[config.mk]
export PLATFORM = sky130hd
export DESIGN_NAME = service_arbiter
export DESIGN_NICKNAME = d
export VERILOG_FILES = /design/src/rtl/service_arbiter_pkg.sv /design/src/rtl/service_push_gate.sv /design/src/rtl/service_arbiter.sv
export SDC_FILE = /design/constraint.sdc
export NUM_CORES = 1
export LEC_CHECK = 0
export BUFFER_PORTS_ARGS = -buffer_cell sky130_fd_sc_hd__buf_2
export CAP_MARGIN = 5
export CORE_MARGIN = 4
export CORE_UTILIZATION = 48
export DETAILED_ROUTE_END_ITERATION = 10
export PLACE_DENSITY = 0.85
export SLEW_MARGIN = 20
export SYNTH_ARGS = -nofsm -noshare
export SYNTH_HDL_FRONTEND = slang
export SYNTH_SLANG_ARGS = --single-unit
export TNS_END_PERCENT = 5
[constraint.sdc]
create_clock -name clk_i -period 4.2 [get_ports clk_i]
set_input_delay 0.42 -clock clk_i [delete_from_list [all_inputs] [get_ports clk_i]]
set_output_delay 0.42 -clock clk_i [all_outputs]
set_load 0.01 [all_outputs]
[src/rtl/service_arbiter_pkg.sv]
// rtl/service_arbiter_pkg.sv - shared types and constants for the service arbiter
// Purpose: FSM state encoding, service one-hot codes, blank digit pattern,
//          push-button bit indices and a one-hot helper.
// Ports:   none (package).
package service_arbiter_pkg;

  typedef enum logic [1:0] {
    ST_IDLE  = 2'd0,
    ST_BLANK = 2'd1,
    ST_OWN   = 2'd2,
    ST_LOCK  = 2'd3
  } state_e;

  localparam logic [3:0] SVC1 = 4'b1000;
  localparam logic [3:0] SVC2 = 4'b0100;
  localparam logic [3:0] SVC3 = 4'b0010;
  localparam logic [3:0] SVC4 = 4'b0001;

  localparam logic [15:0] BLANK_DIGITS = 16'hFFFF;

  localparam int U = 0;
  localparam int D = 1;
  localparam int L = 2;
  localparam int R = 3;
  localparam int M = 4;

  localparam int PUSH_W  = 5;
  localparam int DIGIT_W = 16;
  localparam int AN_W    = 4;

  function automatic logic is_onehot(input logic [3:0] v);
    return (v != 4'd0) && ((v & (v - 4'd1)) == 4'd0);
  endfunction

endpackage

[src/rtl/service_push_gate.sv]
// rtl/service_push_gate.sv - per-owner button gating with release re-arm
// Purpose: forwards the raw buttons to the owning service's slice, one cycle
//          late, but only after the buttons have been seen fully released
//          since ownership began.
// Ports:   clk_i, rst_i (sync, active-high), grant_i (one-hot owner, 0 = none),
//          hold_i (ownership continues next cycle), push_i (raw {m,r,l,d,u}),
//          svc_push_o (gated buttons, highest slice = service1).
module service_push_gate
  import service_arbiter_pkg::*;
#(
  parameter int N_SVC = 4
) (
  input  logic                      clk_i,
  input  logic                      rst_i,
  input  logic [N_SVC-1:0]          grant_i,
  input  logic                      hold_i,
  input  logic [PUSH_W-1:0]         push_i,
  output logic [PUSH_W*N_SVC-1:0]   svc_push_o
);

  logic                    armed_q, armed_d;
  logic [PUSH_W*N_SVC-1:0] svc_push_q, svc_push_d;

  always_comb begin
    armed_d = armed_q;
    // Any gap in ownership forgets the release, so a press held across a
    // switchover never reaches the new owner.
    if (grant_i == '0) begin
      armed_d = 1'b0;
    end else if (push_i == '0) begin
      armed_d = 1'b1;
    end
  end

  always_comb begin
    svc_push_d = '0;
    for (int i = 0; i < N_SVC; i++) begin
      if (hold_i && armed_q && grant_i[i]) begin
        svc_push_d[PUSH_W*i +: PUSH_W] = push_i;
      end
    end
  end

  always_ff @(posedge clk_i) begin
    if (rst_i) begin
      armed_q    <= 1'b0;
      svc_push_q <= '0;
    end else begin
      armed_q    <= armed_d;
      svc_push_q <= svc_push_d;
    end
  end

  assign svc_push_o = svc_push_q;

endmodule

[src/rtl/service_arbiter.sv]
// rtl/service_arbiter.sv - display/button ownership arbiter for four services
// Purpose: grants the 7-segment bus and buttons to one service at a time,
//          blanks the display on every switchover, locks out a finished
//          service until its switch drops, and lets the alarm pre-empt.
// Ports:   clk_i, resetn_i (sync, active-high: 1 = reset), svc_sel_i,
//          push_i, svc_num_i, svc_an_i, svc_finish_i, alarm_ring_i;
//          grant_o, svc_push_o, disp_num_o, disp_an_o, sel_err_o (all registered).
module service_arbiter
  import service_arbiter_pkg::*;
#(
  parameter int BLANK_CYCLES = 4,
  parameter int N_SVC        = 4
) (
  input  logic                      clk_i,
  input  logic                      resetn_i,
  input  logic [N_SVC-1:0]          svc_sel_i,
  input  logic [PUSH_W-1:0]         push_i,
  input  logic [DIGIT_W*N_SVC-1:0]  svc_num_i,
  input  logic [AN_W*N_SVC-1:0]     svc_an_i,
  input  logic [N_SVC-1:0]          svc_finish_i,
  input  logic                      alarm_ring_i,
  output logic [N_SVC-1:0]          grant_o,
  output logic [PUSH_W*N_SVC-1:0]   svc_push_o,
  output logic [DIGIT_W-1:0]        disp_num_o,
  output logic [AN_W-1:0]           disp_an_o,
  output logic                      sel_err_o
);

  localparam int CW = (BLANK_CYCLES > 1) ? $clog2(BLANK_CYCLES) : 1;
  localparam logic [CW-1:0] CNT_INIT = CW'(BLANK_CYCLES - 1);

  state_e              state_q, state_d;
  logic [N_SVC-1:0]    target_q, target_d;
  logic [CW-1:0]       cnt_q, cnt_d;
  logic                alarm_pre_q, alarm_pre_d;
  logic                alarm_hold_q, alarm_hold_d;
  logic [N_SVC-1:0]    grant_q, grant_d;
  logic [DIGIT_W-1:0]  disp_num_q, disp_num_d;
  logic [AN_W-1:0]     disp_an_q, disp_an_d;
  logic                sel_err_q, sel_err_d;

  logic                owner_sel, owner_fin, alarm_trig;
  logic [DIGIT_W-1:0]  mux_num;
  logic [AN_W-1:0]     mux_an;

  assign owner_sel = |(svc_sel_i & target_q);
  assign owner_fin = |(svc_finish_i & target_q);
  // alarm_hold_q blocks re-triggering until the ring level has been low once.
  assign alarm_trig = alarm_ring_i && !alarm_hold_q &&
                      (state_q != ST_BLANK) && (grant_q != SVC4);

  always_comb begin
    mux_num = BLANK_DIGITS;
    mux_an  = '0;
    for (int i = 0; i < N_SVC; i++) begin
      if (grant_q[i]) begin
        mux_num = svc_num_i[DIGIT_W*i +: DIGIT_W];
        mux_an  = svc_an_i[AN_W*i +: AN_W];
      end
    end
  end

  always_comb begin
    state_d      = state_q;
    target_d     = target_q;
    cnt_d        = cnt_q;
    alarm_pre_d  = alarm_pre_q;
    alarm_hold_d = alarm_hold_q & alarm_ring_i;
    sel_err_d    = 1'b0;

    if (alarm_trig) begin
      state_d      = ST_BLANK;
      target_d     = SVC4;
      cnt_d        = CNT_INIT;
      alarm_pre_d  = 1'b1;
      alarm_hold_d = 1'b1;
    end else begin
      unique case (state_q)
        ST_IDLE: begin
          if (is_onehot(svc_sel_i)) begin
            state_d  = ST_BLANK;
            target_d = svc_sel_i;
            cnt_d    = CNT_INIT;
          end else begin
            sel_err_d = |svc_sel_i;
          end
        end
        ST_BLANK: begin
          if (cnt_q == '0) begin
            state_d = ST_OWN;
          end else begin
            cnt_d = cnt_q - 1'b1;
          end
        end
        ST_OWN: begin
          if (alarm_pre_q) begin
            // Alarm service ignores switches; only its own finish ends it.
            if (owner_fin) begin
              state_d     = ST_IDLE;
              alarm_pre_d = 1'b0;
            end
          end else if (owner_fin) begin
            state_d = ST_LOCK;
          end else if (!owner_sel) begin
            state_d = ST_IDLE;
          end
        end
        ST_LOCK: begin
          if (!owner_sel) begin
            state_d = ST_IDLE;
          end
        end
        default: state_d = ST_IDLE;
      endcase
    end

    grant_d = (state_d == ST_OWN) ? target_d : '0;
    // The owner's digits appear one cycle after its grant and vanish with it.
    if ((state_q == ST_OWN) && (state_d == ST_OWN)) begin
      disp_num_d = mux_num;
      disp_an_d  = mux_an;
    end else begin
      disp_num_d = BLANK_DIGITS;
      disp_an_d  = '0;
    end
  end

  always_ff @(posedge clk_i) begin
    if (resetn_i) begin
      state_q      <= ST_IDLE;
      target_q     <= '0;
      cnt_q        <= '0;
      alarm_pre_q  <= 1'b0;
      alarm_hold_q <= 1'b0;
      grant_q      <= '0;
      disp_num_q   <= BLANK_DIGITS;
      disp_an_q    <= '0;
      sel_err_q    <= 1'b0;
    end else begin
      state_q      <= state_d;
      target_q     <= target_d;
      cnt_q        <= cnt_d;
      alarm_pre_q  <= alarm_pre_d;
      alarm_hold_q <= alarm_hold_d;
      grant_q      <= grant_d;
      disp_num_q   <= disp_num_d;
      disp_an_q    <= disp_an_d;
      sel_err_q    <= sel_err_d;
    end
  end

  service_push_gate #(.N_SVC(N_SVC)) u_push_gate (
    .clk_i      (clk_i),
    .rst_i      (resetn_i),
    .grant_i    (grant_q),
    .hold_i     (state_d == ST_OWN),
    .push_i     (push_i),
    .svc_push_o (svc_push_o)
  );

  assign grant_o    = grant_q;
  assign disp_num_o = disp_num_q;
  assign disp_an_o  = disp_an_q;
  assign sel_err_o  = sel_err_q;

endmodule
==> results of run 1 <==
[cell families (layout without fill, tap and decap cells)]
group / after synthesis / after routing / synth area share, %
and+or+nand+nor: 119 / 119 / 24.6
AOI/OAI and AO/OA: 96 / 96 / 26.2
DFF: 56 / 56 / 42.1
buffers and inverters: 32 / 158 / 5.59
xor gates and xnor gates: 3 / 3 / 0.987
adders and majority gates: 1 / 1 / 0.470
[state kept, by name (all words and copies together), names as in the netlist, 2 cells and up]
| register | count |
|---|---|
| disp_num_o | 16 |
| cnt_q | 2 |
| target_q | 4 |
| disp_an_o | 4 |
| state_q | 2 |
| u_push_gate.svc_push_o | 20 |
| grant_o | 4 |
[layout make-up]
class	count	area [sq um]	share of cell area, %
clock inverter	3	47.5	1.37
tap	70	87.6	2.52
sequential	56	1120	32.2
multi-input combinational	219	1400	40.2
timing repair buffer	144	731	21.0
clock buffer	5	68.8	1.98
inverter	6	22.5	0.648
[per-layer routing]
metal | up-vias | global-route usage, %
li1 | 1394 | -
met1 | 1338 | 28.1
met2 | 129 | 36.0
met3 | 8 | 5.53
met4 | 0 | 4.49
met5 | - | 0
[cells in the final DEF (no fill, tap or decap), types with 9 or more instances in the layout]
cell type	n
a21o_1	18
a21oi_1	13
buf_2	140
dfxtp_1	56
nand2_1	26
nand2b_1	28
nor2_1	11
nor3_1	9
nor4_1	24
o211ai_1	16
o22ai_1	15
[how the worst min path moves through the flow]
stage / start / endpoint / slack [ns]
6_report: alarm_ring_i / alarm_hold_q$_SDFF_PP0_ / 0.36
5_1_grt: alarm_ring_i / alarm_hold_q$_SDFF_PP0_ / 0.36
4_1_cts: alarm_ring_i / alarm_hold_q$_SDFF_PP0_ / 0.35
3_5_place_dp: alarm_hold_q$_SDFF_PP0_ / alarm_hold_q$_SDFF_PP0_ / 0.46
3_3_place_gp: alarm_hold_q$_SDFF_PP0_ / alarm_hold_q$_SDFF_PP0_ / 0.45
2_1_floorplan: alarm_hold_q$_SDFF_PP0_ / alarm_hold_q$_SDFF_PP0_ / 0.44
[where the power goes]
group	leakage (nW)	switching (mW)	total, mW	internal (mW)
registers	0.454	0.0128	0.555	0.543
clock network	0.0583	0.175	0.354	0.180
logic	0.873	0.105	0.184	0.0795
[critical path: stages, from the launching register on]
cell	delay (ns)
dfxtp_1	0.31
buf_4	0.22
or4b_4	0.55
a31oi_4	0.24
o21ai_2	0.29
nor4_1	0.36
[per-stage QoR]
stage | instance area, sq um | util [%]
global placement | 3360 | 64.2
global route | 3480 | 66.4
CTS | 3480 | 66.4
detailed placement | 3360 | 64.2
finish | 3480 | 66.4
floorplan | 2660 | -
[synth_stat cells (2+ instances only)]
library cell | number | area, sq um
o22ai_1 | 15 | 93.8
nor3_1 | 9 | 45.0
a22o_1 | 2 | 17.5
dfxtp_1 | 56 | 1120
nand3_1 | 5 | 25.0
nand4_1 | 2 | 12.5
a211oi_1 | 2 | 15.0
or3_1 | 2 | 12.5
a31o_2 | 2 | 17.5
a221o_1 | 4 | 40.0
o211ai_1 | 16 | 120
nand2b_1 | 28 | 175
nor4b_1 | 2 | 17.5
clkbuf_1 | 18 | 67.6
a31oi_1 | 2 | 12.5
nand2_1 | 26 | 97.6
a21o_1 | 18 | 135
inv_1 | 6 | 22.5
nor3b_1 | 3 | 22.5
a22oi_1 | 6 | 45.0
a21oi_1 | 13 | 65.1
nor2_1 | 11 | 41.3
xor2_1 | 3 | 26.3
o21ai_0 | 6 | 30.0
nor2b_1 | 2 | 12.5
buf_6 | 3 | 33.8
and3_1 | 2 | 12.5
buf_2 | 5 | 25.0
nor4_1 | 24 | 150
==> summary.md, run 1 <==
| Metric | Value |
|---|---|
| Status | `complete, no violations` |
| WL per Instance | `15.7 um` |
| Number of max-cap violations | `0` |
| Unique cell type count in the Yosys netlist | `43` |
| GRT Total Usage | `21.6%` |
| Met2 WL | `4040 um` |
| Cell Area, Synth | `2660 sq um` |
| Clock buffer count from CTS | `5` |
| Post-CTS Resized | `0` |
| Chip width | `82.5 um` |
| Critical Path Sink | `u_push_gate.svc_push_o[6]$_SDFF_PP0_` |
| Worst hold slack | `0.361 ns` |
| CTS max path bufs | `2` |
| Slew of the pin with the lowest slew margin | `0.865 ns` |
| Hold/Removal Path Class | `input port to register` |
| HPWL reported at the end of detailed placement | `5870 um` |
| Initial DRT Pass Iterations | `4` |
| Max transition margin | `42.4%` |
| Worst-path clk slew | `0.10 ns` |
| Highest clock rate | `485 MHz` |
| Period utilisation layout | `49.1%` |
| # rows | `26` |
| Clock skew | `0.00755 ns` |
| Met3 Wirelength | `575 um` |
| Synth Instances | `307` |
| Sequential area share after synthesis | `42.1%` |
| H-tree levels | `2` |
| Met1 WL | `3200 um` |
| Drt via density | `5.70` |
| Asr flop ratio synth | `0%` |
| Synth-to-Final Area Change | `30.7%` |
| First-pass GRT wire length | `11600 um` |
| Clock Root Buffer | `clkbuf_8` |
| 1st-iter DRT viols | `152` |
| Share of layout cells above drive strength 1 | `37.2%` |
| Avg Cell Area, Syn | `8.67 sq um` |
| Worst Path Arrival | `2.26 ns` |
| Req. time, crit path | `4.40 ns` |
| # nets final | `529` |
| Cell Pwr Density | `315 nW/um^2` |
| Max FO, Critical Path | `25` |
| # IOs | `141` |
| Hold buffers post-CTS | `0` |
| Final GP Congestion | `0.855` |
| Setup Crit Path Kind | `register to register` |
| EDFF count, synth | `0` |
| WHS Path Cells | `3` |
| Flop2flop setup slack | `2.14 ns` |
| Final Power | `1.09 mW` |
| PortBufs | `140` |
| Worst R2R Path Depth | `5` |
| Drt drc | `0` |
| Initial antenna violation count | `0` |
| Static leakage | `1.38 nW` |
| Max Slew Vio Count | `0` |
| # clock sinks | `56` |
| Post-Place Cells | `495` |
| Pre-CTS setup slack | `2.09 ns` |
| Fill count | `440` |
| Worst setup path start | `grant_o[3]$_SDFF_PP0_` |
| Post-CTS setup buffers | `0` |
| TritonCTS clock tree | `built` |
| Post-route setup TNS | `0 ns` |
| Vias | `2869` |
| Die height | `82.5 um` |
| Period minus WS final | `2.06 ns` |
| Post-route insts no fill | `503` |
| RSZ-0062 raised after global routing | `false` |
| RR Endpoint | `u_push_gate.svc_push_o[6]$_SDFF_PP0_` |
| Crit. End Element | `register` |
| GR Overflow Total | `0` |
| Peak VDD IR | `0.000217 V` |
| CP Launch Type | `register` |
| Initial Utilization | `50.8%` |
| Clk Latency, worst-skew pair | `0.30 ns` |
| Largest net degree at the start of global routing | `44` |
| Top FF cell, synth | `dfxtp_1` |
| Yosys Warn Count | `0` |
| Reg2reg start | `grant_o[3]$_SDFF_PP0_` |
| Yosys reg bits | `56` |
| Die area | `6800 sq um` |
| Routed wire length | `7880 um` |
| Vias in the first global route | `2473` |
| Core ar. | `5240 sq um` |
| Worst setup margin | `2.14 ns` |
| Mapped Nets | `404` |
| ANT nets after route | `0` |
| Hold Fails Final Rpt | `0` |
| Ant. Diodes | `0` |
| Final Setup Violations | `0` |
| Max Used Layer | `met4` |
(Power assumes the default switching activity.)
==> run 2: changes to the inputs <==
--- a/config.mk
+++ b/config.mk
@@ -8,9 +8,9 @@
 export BUFFER_PORTS_ARGS = -buffer_cell sky130_fd_sc_hd__buf_2
 export CAP_MARGIN = 5
 export CORE_MARGIN = 4
-export CORE_UTILIZATION = 48
+export CORE_UTILIZATION = 45
 export DETAILED_ROUTE_END_ITERATION = 10
-export PLACE_DENSITY = 0.85
+export PLACE_DENSITY = 0.8
 export SLEW_MARGIN = 20
 export SYNTH_ARGS = -nofsm -noshare
 export SYNTH_HDL_FRONTEND = slang
==> constraint.sdc (replaced) <==
create_clock -name clk_i -period 2.06 [get_ports clk_i]
set_input_delay 0.206 -clock clk_i [delete_from_list [all_inputs] [get_ports clk_i]]
set_output_delay 0.206 -clock clk_i [all_outputs]
set_load 0.01 [all_outputs]
==> run 2 against run 1 <==
Die area is 6.0% higher. Design area hardly changed. Largest power group unchanged. Register-to-register slack worse by 1.9 ns. Highest routed layer unchanged. Critical path type unchanged. Hold slack worse by 0.23 ns. Sequential share of layout area hardly changed. Cell count is 0.99% higher.
==> summary.md, run 2 (synthesized netlist as in run 1, its figures left out) <==
| Metric | Value |
|---|---|
| Max transition margin | `56.8% (+14 points)` |
| Worst setup margin | `0.224 ns (-1.91 ns)` |
| First-pass GRT wire length | `13000 um (+12%)` |
| Final GP Congestion | `0.876 (+2.4%)` |
| P_int | `1.52 mW (+90%)` |
| Req. time, crit path | `2.27 ns (-2.13 ns)` |
| Met1 WL | `3280 um (+2.3%)` |
| ANT nets after route | `0 (unchanged)` |
| WL per Instance | `15.8 um (+0.55%)` |
| Crit. End Element | `register` |
| NetSw | `615 uW (+110%)` |
| Initial Utilization | `47.5% (-3.4 points)` |
| Synth-to-Final Area Change | `30.7% (about the same)` |
| Post-route setup TNS | `0 ns (unchanged)` |
| Drt via density | `5.57 (-2.3%)` |
| Number of max-cap violations | `0 (unchanged)` |
| Clock Root Buffer | `clkbuf_8` |
| Flop2flop setup slack | `0.22 ns (-1.91 ns)` |
| GR Overflow Total | `0 (unchanged)` |
| # IOs | `141 (unchanged)` |
| Register share of total power | `52.8% (+2.0 points)` |
| 1st-iter DRT viols | `134 (-12%)` |
| Routed wire length | `8000 um (+1.5%)` |
| Sw Ratio | `28.8% (+2.0 points)` |
| Period minus WS final | `1.84 ns (-0.226 ns)` |
| Max FO, Critical Path | `24 (-4.0%)` |
| H-tree levels | `2 (unchanged)` |
| Vias in the first global route | `2717 (+9.9%)` |
| Hold/Removal Path Class | `input port to register` |
| Slew of the pin with the lowest slew margin | `0.647 ns (-0.217 ns)` |
| Hold buffers post-CTS | `0 (unchanged)` |
| Reg2reg start | `state_q[0]$_SDFF_PP0_` |
| HPWL reported at the end of detailed placement | `6110 um (+4.0%)` |
| Period utilisation layout | `89.1% (+40 points)` |
| Max Used Layer | `met4` |
| Final Setup Violations | `0 (unchanged)` |
| Worst R2R Path Depth | `5 (unchanged)` |
| TritonCTS clock tree | `built` |
| Core ar. | `5610 sq um (+7.1%)` |
| Vias | `2831 (-1.3%)` |
| Die area | `7210 sq um (+6.0%)` |
| Fill count | `525 (+19%)` |
| PortBufs | `140 (unchanged)` |
| Pre-CTS setup slack | `0.238 ns (-1.85 ns)` |
| Share of layout cells above drive strength 1 | `37.6% (+0.43 points)` |
| # nets final | `532 (+0.57%)` |
| Status | `complete, no violations` |
| CP Launch Type | `register` |
| Met3 Wirelength | `536 um (-6.8%)` |
| Initial antenna violation count | `0 (unchanged)` |
| Clock buffer count from CTS | `5 (unchanged)` |
| # rows | `27 (+3.8%)` |
| Post-CTS Resized | `0 (unchanged)` |
| Setup Crit Path Kind | `register to register` |
| Most frequent cells in the layout | `140 x buf_2, 56 x dfxtp_1, 28 x nand2b_1, 26 x nand2_1, 24 x nor4_1` |
| Met2 WL | `3970 um (-1.7%)` |
| Highest clock rate | `545 MHz (+12%)` |
| Static leakage | `1.39 nW (+0.18%)` |
| Clock skew | `0.00771 ns (+0.000161 ns)` |
| Sequential Area | `1120 sq um (unchanged)` |
| Power share of the combinational group | `18.0% (+1.2 points)` |
| Die height | `84.9 um (+3.0%)` |
| CTS max path bufs | `2 (unchanged)` |
| Chip width | `84.9 um (+3.0%)` |
| RSZ-0062 raised after global routing | `false` |
| # clock sinks | `56 (unchanged)` |
| Max reg flops | `20 (unchanged)` |
| Cell Pwr Density | `615 nW/um^2 (+95%)` |
| Critical Path Sink | `u_push_gate.svc_push_o[0]$_SDFF_PP0_` |
| Peak VDD IR | `0.000307 V (+42%)` |
| Initial DRT Pass Iterations | `4 (unchanged)` |
| Hold Fails Final Rpt | `0 (unchanged)` |
| Largest net degree at the start of global routing | `44 (unchanged)` |
| Clk pwr share | `29.2% (-3.2 points)` |
| Worst-path clk slew | `0.11 ns (about the same)` |
| Clk Latency, worst-skew pair | `0.31 ns (about the same)` |
| Area of the multi-input gates | `1400 sq um (unchanged)` |
| Worst Path Arrival | `2.04 ns (-0.22 ns)` |
| Worst setup path start | `state_q[0]$_SDFF_PP0_` |
| RR Endpoint | `u_push_gate.svc_push_o[0]$_SDFF_PP0_` |
| Most common cell after layout, fill and taps aside | `buf_2` |
| Drt drc | `0 (unchanged)` |
| GRT Total Usage | `21.7% (+0.17 points)` |
| Max Slew Vio Count | `0 (unchanged)` |
| Ant. Diodes | `0 (unchanged)` |
| Post-CTS setup buffers | `0 (unchanged)` |
run 2: area by class of cell:
class                      instances  area share [%]
clock buffer                       5            1.98
sequential                        56            32.2
timing repair buffer             147            21.6
tap                               72            2.59
clock inverter                     3           0.719
inverter                           6           0.647
multi-input combinational        219            40.2
run 2: worst min path at each step:
stage                                        from                 endpoint  slack, ns  depth (start not counted)
after global routing                 svc_an_i[14]  disp_an_o[2]$_SDFF_PP0_       0.14                          3
after global placement    alarm_hold_q$_SDFF_PP0_  alarm_hold_q$_SDFF_PP0_       0.45                          2
after CTS                            alarm_ring_i  alarm_hold_q$_SDFF_PP0_       0.13                          3
after detailed placement  alarm_hold_q$_SDFF_PP0_  alarm_hold_q$_SDFF_PP0_       0.46                          2
final                                alarm_ring_i  alarm_hold_q$_SDFF_PP0_       0.14                          3
after floorplan                      alarm_ring_i  alarm_hold_q$_SDFF_PP0_       0.35                          2
run 2: per-layer routing:
metal  track usage (%)  up-vias
li1                  -     1393
met1              27.1     1304
met2              37.2      114
met3              3.69       20
met4              8.78        0
met5                 0        -
run 2: stage by stage:
| step | instances | power (mW) | area [sq um] | util [%] | hold WS, ns |
|---|---|---|---|---|---|
| 2_1_floorplan | 307 | 1.40 | 2660 | - | 0.346 |
| 3_3_place_gp | 500 | 1.52 | 3390 | 60.4 | 0.452 |
| 3_5_place_dp | 500 | 1.54 | 3390 | 60.4 | 0.457 |
| 4_1_cts | 508 | 2.15 | 3480 | 62.0 | 0.125 |
| 5_1_grt | 508 | 2.25 | 3480 | 62.0 | 0.139 |
| 6_report | 508 | 2.14 | 3480 | 62.0 | 0.135 |
run 2: power groups by stage:
| stage | sequential, mW | clock (mW) | combinational (mW) |
|---|---|---|---|
| 6_report | 1.13 | 0.624 | 0.386 |
| 5_1_grt | 1.13 | 0.685 | 0.431 |
| 4_1_cts | 1.13 | 0.641 | 0.384 |
| 3_5_place_dp | 1.15 | 0 | 0.382 |
| 3_3_place_gp | 1.15 | 0 | 0.372 |
| 2_1_floorplan | 1.14 | 0 | 0.258 |
run 2: critical path: stages, from the launching register on:
cell	delay [ns]
dfxtp_1	0.53
nand2b_1	0.22
nor2_1	0.28
o311ai_2	0.13
buf_4	0.23
nor4_1	0.33
